$ cat config.mk
export PLATFORM = sky130hd
export DESIGN_NAME = lcd_msg_writer
export DESIGN_NICKNAME = d
export VERILOG_FILES = /design/src/rtl/lcd_pkg.sv /design/src/rtl/lcd_msg_rom.sv /design/src/rtl/lcd_msg_writer.sv
export SDC_FILE = /design/constraint.sdc
export NUM_CORES = 1
export LEC_CHECK = 0
export BUFFER_PORTS_ARGS = -buffer_cell sky130_fd_sc_hd__buf_2
export CORE_ASPECT_RATIO = 1.5
export CORE_MARGIN = 8
export CORE_UTILIZATION = 49
export DETAILED_ROUTE_END_ITERATION = 8
export PLACE_DENSITY = 0.68
export SKIP_CTS_REPAIR_TIMING = 1
export SYNTH_ARGS = -nofsm -noshare
export SYNTH_HDL_FRONTEND = slang
export SYNTH_SLANG_ARGS = --single-unit
$ cat constraint.sdc
create_clock -name clk -period 2.25 [get_ports clk]
set_input_delay 0 -clock clk [delete_from_list [all_inputs] [get_ports clk]]
set_output_delay 0 -clock clk [all_outputs]
set_load 0.02 [all_outputs]
$ cat src/rtl/lcd_pkg.sv
// Shared types and constants for the LCD message writer and its character ROM.
// The default message image is a printable-ASCII ramp addressed by flat ROM index.
package lcd_pkg;

   typedef enum logic [2:0] {
      IDLE,
      CLEAR,
      SET_LINE,
      FETCH,
      WRITE_CHR,
      GAP,
      FINISH
   } state_t;

   localparam logic [7:0] LCD_CMD_CLEAR = 8'h01;
   localparam logic [7:0] LCD_CMD_DDRAM = 8'h80;
   localparam logic [7:0] LINE2_OFFSET  = 8'h40;

   function automatic logic [7:0] rom_byte(input int unsigned idx);
      return 8'(32 + (idx % 95));
   endfunction

endpackage

$ cat src/rtl/lcd_msg_rom.sv
// Message character store: DEPTH bytes, registered read with one cycle of latency.
module lcd_msg_rom
   import lcd_pkg::*;
#(
   parameter int DEPTH = 128,
   parameter int AW    = (DEPTH > 1) ? $clog2(DEPTH) : 1
)(
   input  logic          clk,
   input  logic [AW-1:0] addr,
   output logic [7:0]    q
);

   always_ff @(posedge clk) begin
      q <= rom_byte(32'(addr));
   end

endmodule

$ cat src/rtl/lcd_msg_writer.sv
// Writes a stored message to an Avalon-MM character LCD: clear, then per line a
// DDRAM address command followed by MSG_LEN characters, with a one-cycle gap between writes.
module lcd_msg_writer
   import lcd_pkg::*;
#(
   parameter int NUM_MSG = 4,
   parameter int LINES   = 2,
   parameter int MSG_LEN = 16,
   parameter int TIMEOUT = 1024
)(
   input  logic                                          clk,
   input  logic                                          reset,
   input  logic                                          start,
   input  logic [((NUM_MSG > 1) ? $clog2(NUM_MSG) : 1)-1:0] msg_sel,
   output logic                                          busy,
   output logic                                          done,
   output logic                                          error,
   output logic                                          address,
   output logic                                          chipselect,
   output logic                                          write,
   output logic [7:0]                                    writedata,
   input  logic                                          waitrequest
);

   localparam int SEL_W = (NUM_MSG > 1) ? $clog2(NUM_MSG) : 1;
   localparam int LM    = LINES * MSG_LEN;
   localparam int DEPTH = NUM_MSG * LM;
   localparam int AW    = (DEPTH > 1) ? $clog2(DEPTH) : 1;
   localparam int LW    = (LINES > 1) ? $clog2(LINES) : 1;
   localparam int CW    = (MSG_LEN > 1) ? $clog2(MSG_LEN) : 1;
   localparam int PW    = (LM > 1) ? $clog2(LM) : 1;
   localparam int TW    = (TIMEOUT > 1) ? $clog2(TIMEOUT) : 1;

   localparam logic [SEL_W-1:0] MAX_MSG   = SEL_W'(NUM_MSG - 1);
   localparam logic [LW-1:0]    LAST_LINE = LW'(LINES - 1);
   localparam logic [CW-1:0]    LAST_COL  = CW'(MSG_LEN - 1);
   localparam logic [PW-1:0]    LAST_POS  = PW'(LM - 1);
   localparam logic [TW-1:0]    LAST_WAIT = TW'(TIMEOUT - 1);

   state_t           state;
   logic [SEL_W-1:0] msg;
   logic [LW-1:0]    line;
   logic [CW-1:0]    col;
   logic [PW-1:0]    pos;
   logic [TW-1:0]    tcnt;
   logic [AW-1:0]    rom_addr;
   logic [7:0]       rom_q;

   // pos always points at the next character to send, so the ROM word is
   // already settled by the time FETCH loads it into writedata.
   assign rom_addr = AW'(msg) * AW'(LM) + AW'(pos);

   lcd_msg_rom #(
      .DEPTH (DEPTH),
      .AW    (AW)
   ) u_rom (
      .clk  (clk),
      .addr (rom_addr),
      .q    (rom_q)
   );

   always_ff @(posedge clk) begin
      if (reset) begin
         state      <= IDLE;
         busy       <= 1'b0;
         done       <= 1'b0;
         error      <= 1'b0;
         chipselect <= 1'b0;
         write      <= 1'b0;
         address    <= 1'b0;
         writedata  <= 8'h00;
         msg        <= '0;
         line       <= '0;
         col        <= '0;
         pos        <= '0;
         tcnt       <= '0;
      end else begin
         done  <= 1'b0;
         error <= 1'b0;
         case (state)
            IDLE: begin
               if (start) begin
                  msg        <= (msg_sel > MAX_MSG) ? MAX_MSG : msg_sel;
                  busy       <= 1'b1;
                  line       <= '0;
                  col        <= '0;
                  pos        <= '0;
                  chipselect <= 1'b1;
                  write      <= 1'b1;
                  address    <= 1'b0;
                  writedata  <= LCD_CMD_CLEAR;
                  tcnt       <= '0;
                  state      <= CLEAR;
               end
            end
            CLEAR, SET_LINE, WRITE_CHR: begin
               if (!waitrequest) begin
                  chipselect <= 1'b0;
                  write      <= 1'b0;
                  if (state == CLEAR) begin
                     state <= GAP;
                  end else if (state == SET_LINE) begin
                     state <= FETCH;
                  end else if (col == LAST_COL) begin
                     col <= '0;
                     if (line == LAST_LINE) begin
                        done  <= 1'b1;
                        busy  <= 1'b0;
                        state <= FINISH;
                     end else begin
                        line  <= line + 1'b1;
                        state <= GAP;
                     end
                  end else begin
                     col   <= col + 1'b1;
                     state <= FETCH;
                  end
               end else if (tcnt == LAST_WAIT) begin
                  chipselect <= 1'b0;
                  write      <= 1'b0;
                  error      <= 1'b1;
                  busy       <= 1'b0;
                  state      <= IDLE;
               end else begin
                  tcnt <= tcnt + 1'b1;
               end
            end
            GAP: begin
               chipselect <= 1'b1;
               write      <= 1'b1;
               address    <= 1'b0;
               writedata  <= LCD_CMD_DDRAM | ((line != '0) ? LINE2_OFFSET : 8'h00);
               tcnt       <= '0;
               state      <= SET_LINE;
            end
            FETCH: begin
               chipselect <= 1'b1;
               write      <= 1'b1;
               address    <= 1'b1;
               writedata  <= rom_q;
               tcnt       <= '0;
               if (pos != LAST_POS) pos <= pos + 1'b1;
               state      <= WRITE_CHR;
            end
            FINISH:  state <= IDLE;
            default: state <= IDLE;
         endcase
      end
   end

endmodule

==> impl_metrics.env <==
export IMPL_grt_max_degree=36
export IMPL_hp_start="waitrequest"
export IMPL_drive_gt1_share_pct=15.8
export IMPL_synth_edf_count=0
export IMPL_antenna_found_initial=0
export IMPL_critPathLaunch="state[2]"
export IMPL_port_buffers=19
export IMPL_path_cells="xor2_4, o21ai_2, o211ai_2, or4_1, nand2_1"
export IMPL_synthToLayoutAreaGrowth_pct=10.2
export IMPL_fin_util_pct=55.1
export IMPL_cpMaxStageDelayCell="dfxtp_1"
export IMPL_postRouteAntennaNets=0
export IMPL_drt_wl_total_um=4520
export IMPL_via_per_inst=5.67
export IMPL_dieArea_um2=7020
export IMPL_ys_flop_type="dfxtp_1"
export IMPL_cts_htree_levels=2
export IMPL_fin_crit_ns=2.00
export IMPL_grt_pass1_wl_um=8060
export IMPL_n_antenna_cell=0
export IMPL_syn_avg_cell_area_um2=8.49
export IMPL_regArea_um2=921
export IMPL_slowest_delay_ns=0.61
export IMPL_status="complete, no violations"
export IMPL_drtIter0Drc=140
export IMPL_max_slew_margin_pct=57.6
export IMPL_hp_class="in -> reg"
export IMPL_cp_required_ns=2.50
export IMPL_core_rowCount=30
export IMPL_start_util_pct=50.0
export IMPL_synth_top_area_share_pct=41.3
export IMPL_maxCapViolCount=0
export IMPL_final_setup_tns_ns=0
export IMPL_rsz0062_at_grt="false"
export IMPL_yosys_area_top_type="dfxtp_1"
export IMPL_r2r_end="tcnt[7]"
export IMPL_clk_pin_slew_ns=0.09
export IMPL_netlist_area_um2=2230
export IMPL_drc=0
export IMPL_die_h_um=98.7
export IMPL_yosys_warnings=0
export IMPL_cts_sinks=46
export IMPL_r2r_start="state[2]"
export IMPL_yosys_top_cells_count="dfxtp_1, nor2_1, nand2_1"
export IMPL_max_freq_ghz=0.499
export IMPL_crit_type="reg -> reg"
export IMPL_power_density_nw_per_um2=785
export IMPL_io_pins=20
export IMPL_synth_net_count=274
export IMPL_grt_use_total_pct=13.9
export IMPL_hpwl_um=3340
export IMPL_place_gp_congestion=0.815
export IMPL_ir_drop_uv=513
export IMPL_synth_most_common_cell="dfxtp_1"
export IMPL_skew_ns=0.00721
export IMPL_min_period_over_period_pct=89.0
export IMPL_tritoncts="built"
export IMPL_tightest_slew_ns=0.636
export IMPL_p_leak_uw=0.000965
export IMPL_final_nets=294
export IMPL_setup_violations=0
export IMPL_synth_seq_area_share_pct=41.3
export IMPL_nFillCells=399
export IMPL_synth_distinct_cells=49
export IMPL_hold_depth=2
export IMPL_core_area_um2=4470
export IMPL_multi_input_area_um2=1190
export IMPL_path_max_fanout=15
export IMPL_synth_cells=263
export IMPL_numCtsBuffers=5
export IMPL_reg2reg_slack_ns=0.25
export IMPL_synth_seq_cells=46
export IMPL_first_pass_iters=4
export IMPL_clk_latency_ns=0.30
export IMPL_worstPathArrival_ns=2.25
export IMPL_reg2reg_depth=5
export IMPL_cts_buffer_depth=2
export IMPL_hold_end="error"
export IMPL_slew_viol_final=0
export IMPL_wl_per_cell_um=13.6
export IMPL_ys_top_cells_by_area="dfxtp_1, nor2_1, nand2_1"
export IMPL_synthArstFlopShare_pct=0
export IMPL_overflow=0
export IMPL_grt_pass1_vias=1822
export IMPL_cts_root_buf="clkbuf_8"
export IMPL_chipWidth_um=71.1
export IMPL_num_vias=1882
export IMPL_endpoint_kind="flip-flop"
export IMPL_start_kind="flip-flop"
export IMPL_hold_viol=0
-- critical path, delay by kind of cell (launching register included) --
family,cells,cell delay (ns)
AOI/OAI and AO/OA,2,0.56
and+or+nand+nor,2,0.61
DFF,1,0.61
xor gates and xnor gates,1,0.16
-- through the flow --
stage          cells  power [µW]  hold WS (ns)  instance area, µm²  setup slack [ns]
6_report         332        1930        0.0955                2460             0.248
3_3_place_gp     322        1430         0.245                2350             0.298
3_5_place_dp     322        1430         0.249                2350             0.242
5_1_grt          332        2060        0.0930                2460            0.0382
4_1_cts          330        1960       -0.0823                2440             0.231
2_1_floorplan    263        1340         0.136                2230             0.523
-- worst max path at each step --
| stage | end | slack [ns] | depth (start not counted) |
|---|---|---|---|
| floorplan | u_rom.q[7] | 0.52 | 7 |
| global placement | tcnt[7] | 0.30 | 5 |
| detailed placement | tcnt[7] | 0.24 | 5 |
| CTS | tcnt[7] | 0.23 | 5 |
| global route | tcnt[7] | 0.04 | 5 |
| finish | tcnt[7] | 0.25 | 5 |
-- cell families after synthesis --
kind of cell | Yosys count | share of synthesized area, %
multiplexers | 1 | 0.448
buffers and inverters | 22 | 5.55
AND/OR/NAND/NOR | 118 | 26.7
adder cells (fa/ha/maj) | 5 | 2.80
flip-flops | 46 | 41.3
AO/OA/AOI/OAI | 61 | 18.5
XOR/XNOR | 10 | 4.76
-- sequential cells by signal, summed over array words and instances, names as in the netlist, 2 cells and up --
register   count
col            4
msg            2
tcnt          10
writedata      8
state          3
u_rom.q        8
pos            5
-- layout by cell type (no fill, tap or decap), types with 7 or more instances in the layout --
cell     count
dfxtp_1     46
nor2_1      31
nand2_1     29
a21oi_1     21
buf_2       19
nor3_1      10
nand3_1      9
buf_4        8
nor2b_1      7
a22oi_1      7
-- metal layers --
layer | up-vias | routed length [µm] | global-route usage [%]
met1 | 863 | 1810 | 14.6
met5 | - | 0 | 0
li1 | 962 | - | -
met3 | 8 | 233 | 3.46
met4 | 0 | 67 | 6.44
met2 | 49 | 2400 | 24.9
-- cell type report --
class	instances	share of cell area (%)
multi-input cells	195	48.3
repair buffers	29	7.12
flip-flops and latches	46	37.4
clock buffers	5	2.80
well taps	48	2.44
inverters	6	0.916
clock inverters	3	1.02
-- report_power, final --
group / switching (µW) / internal [µW] / leakage (µW)
combinational: 299 / 189 / 0.000547
sequential: 58.2 / 867 / 0.000373
clock: 295 / 224 / 0.0000447
Power figures use the tool's default switching activity.
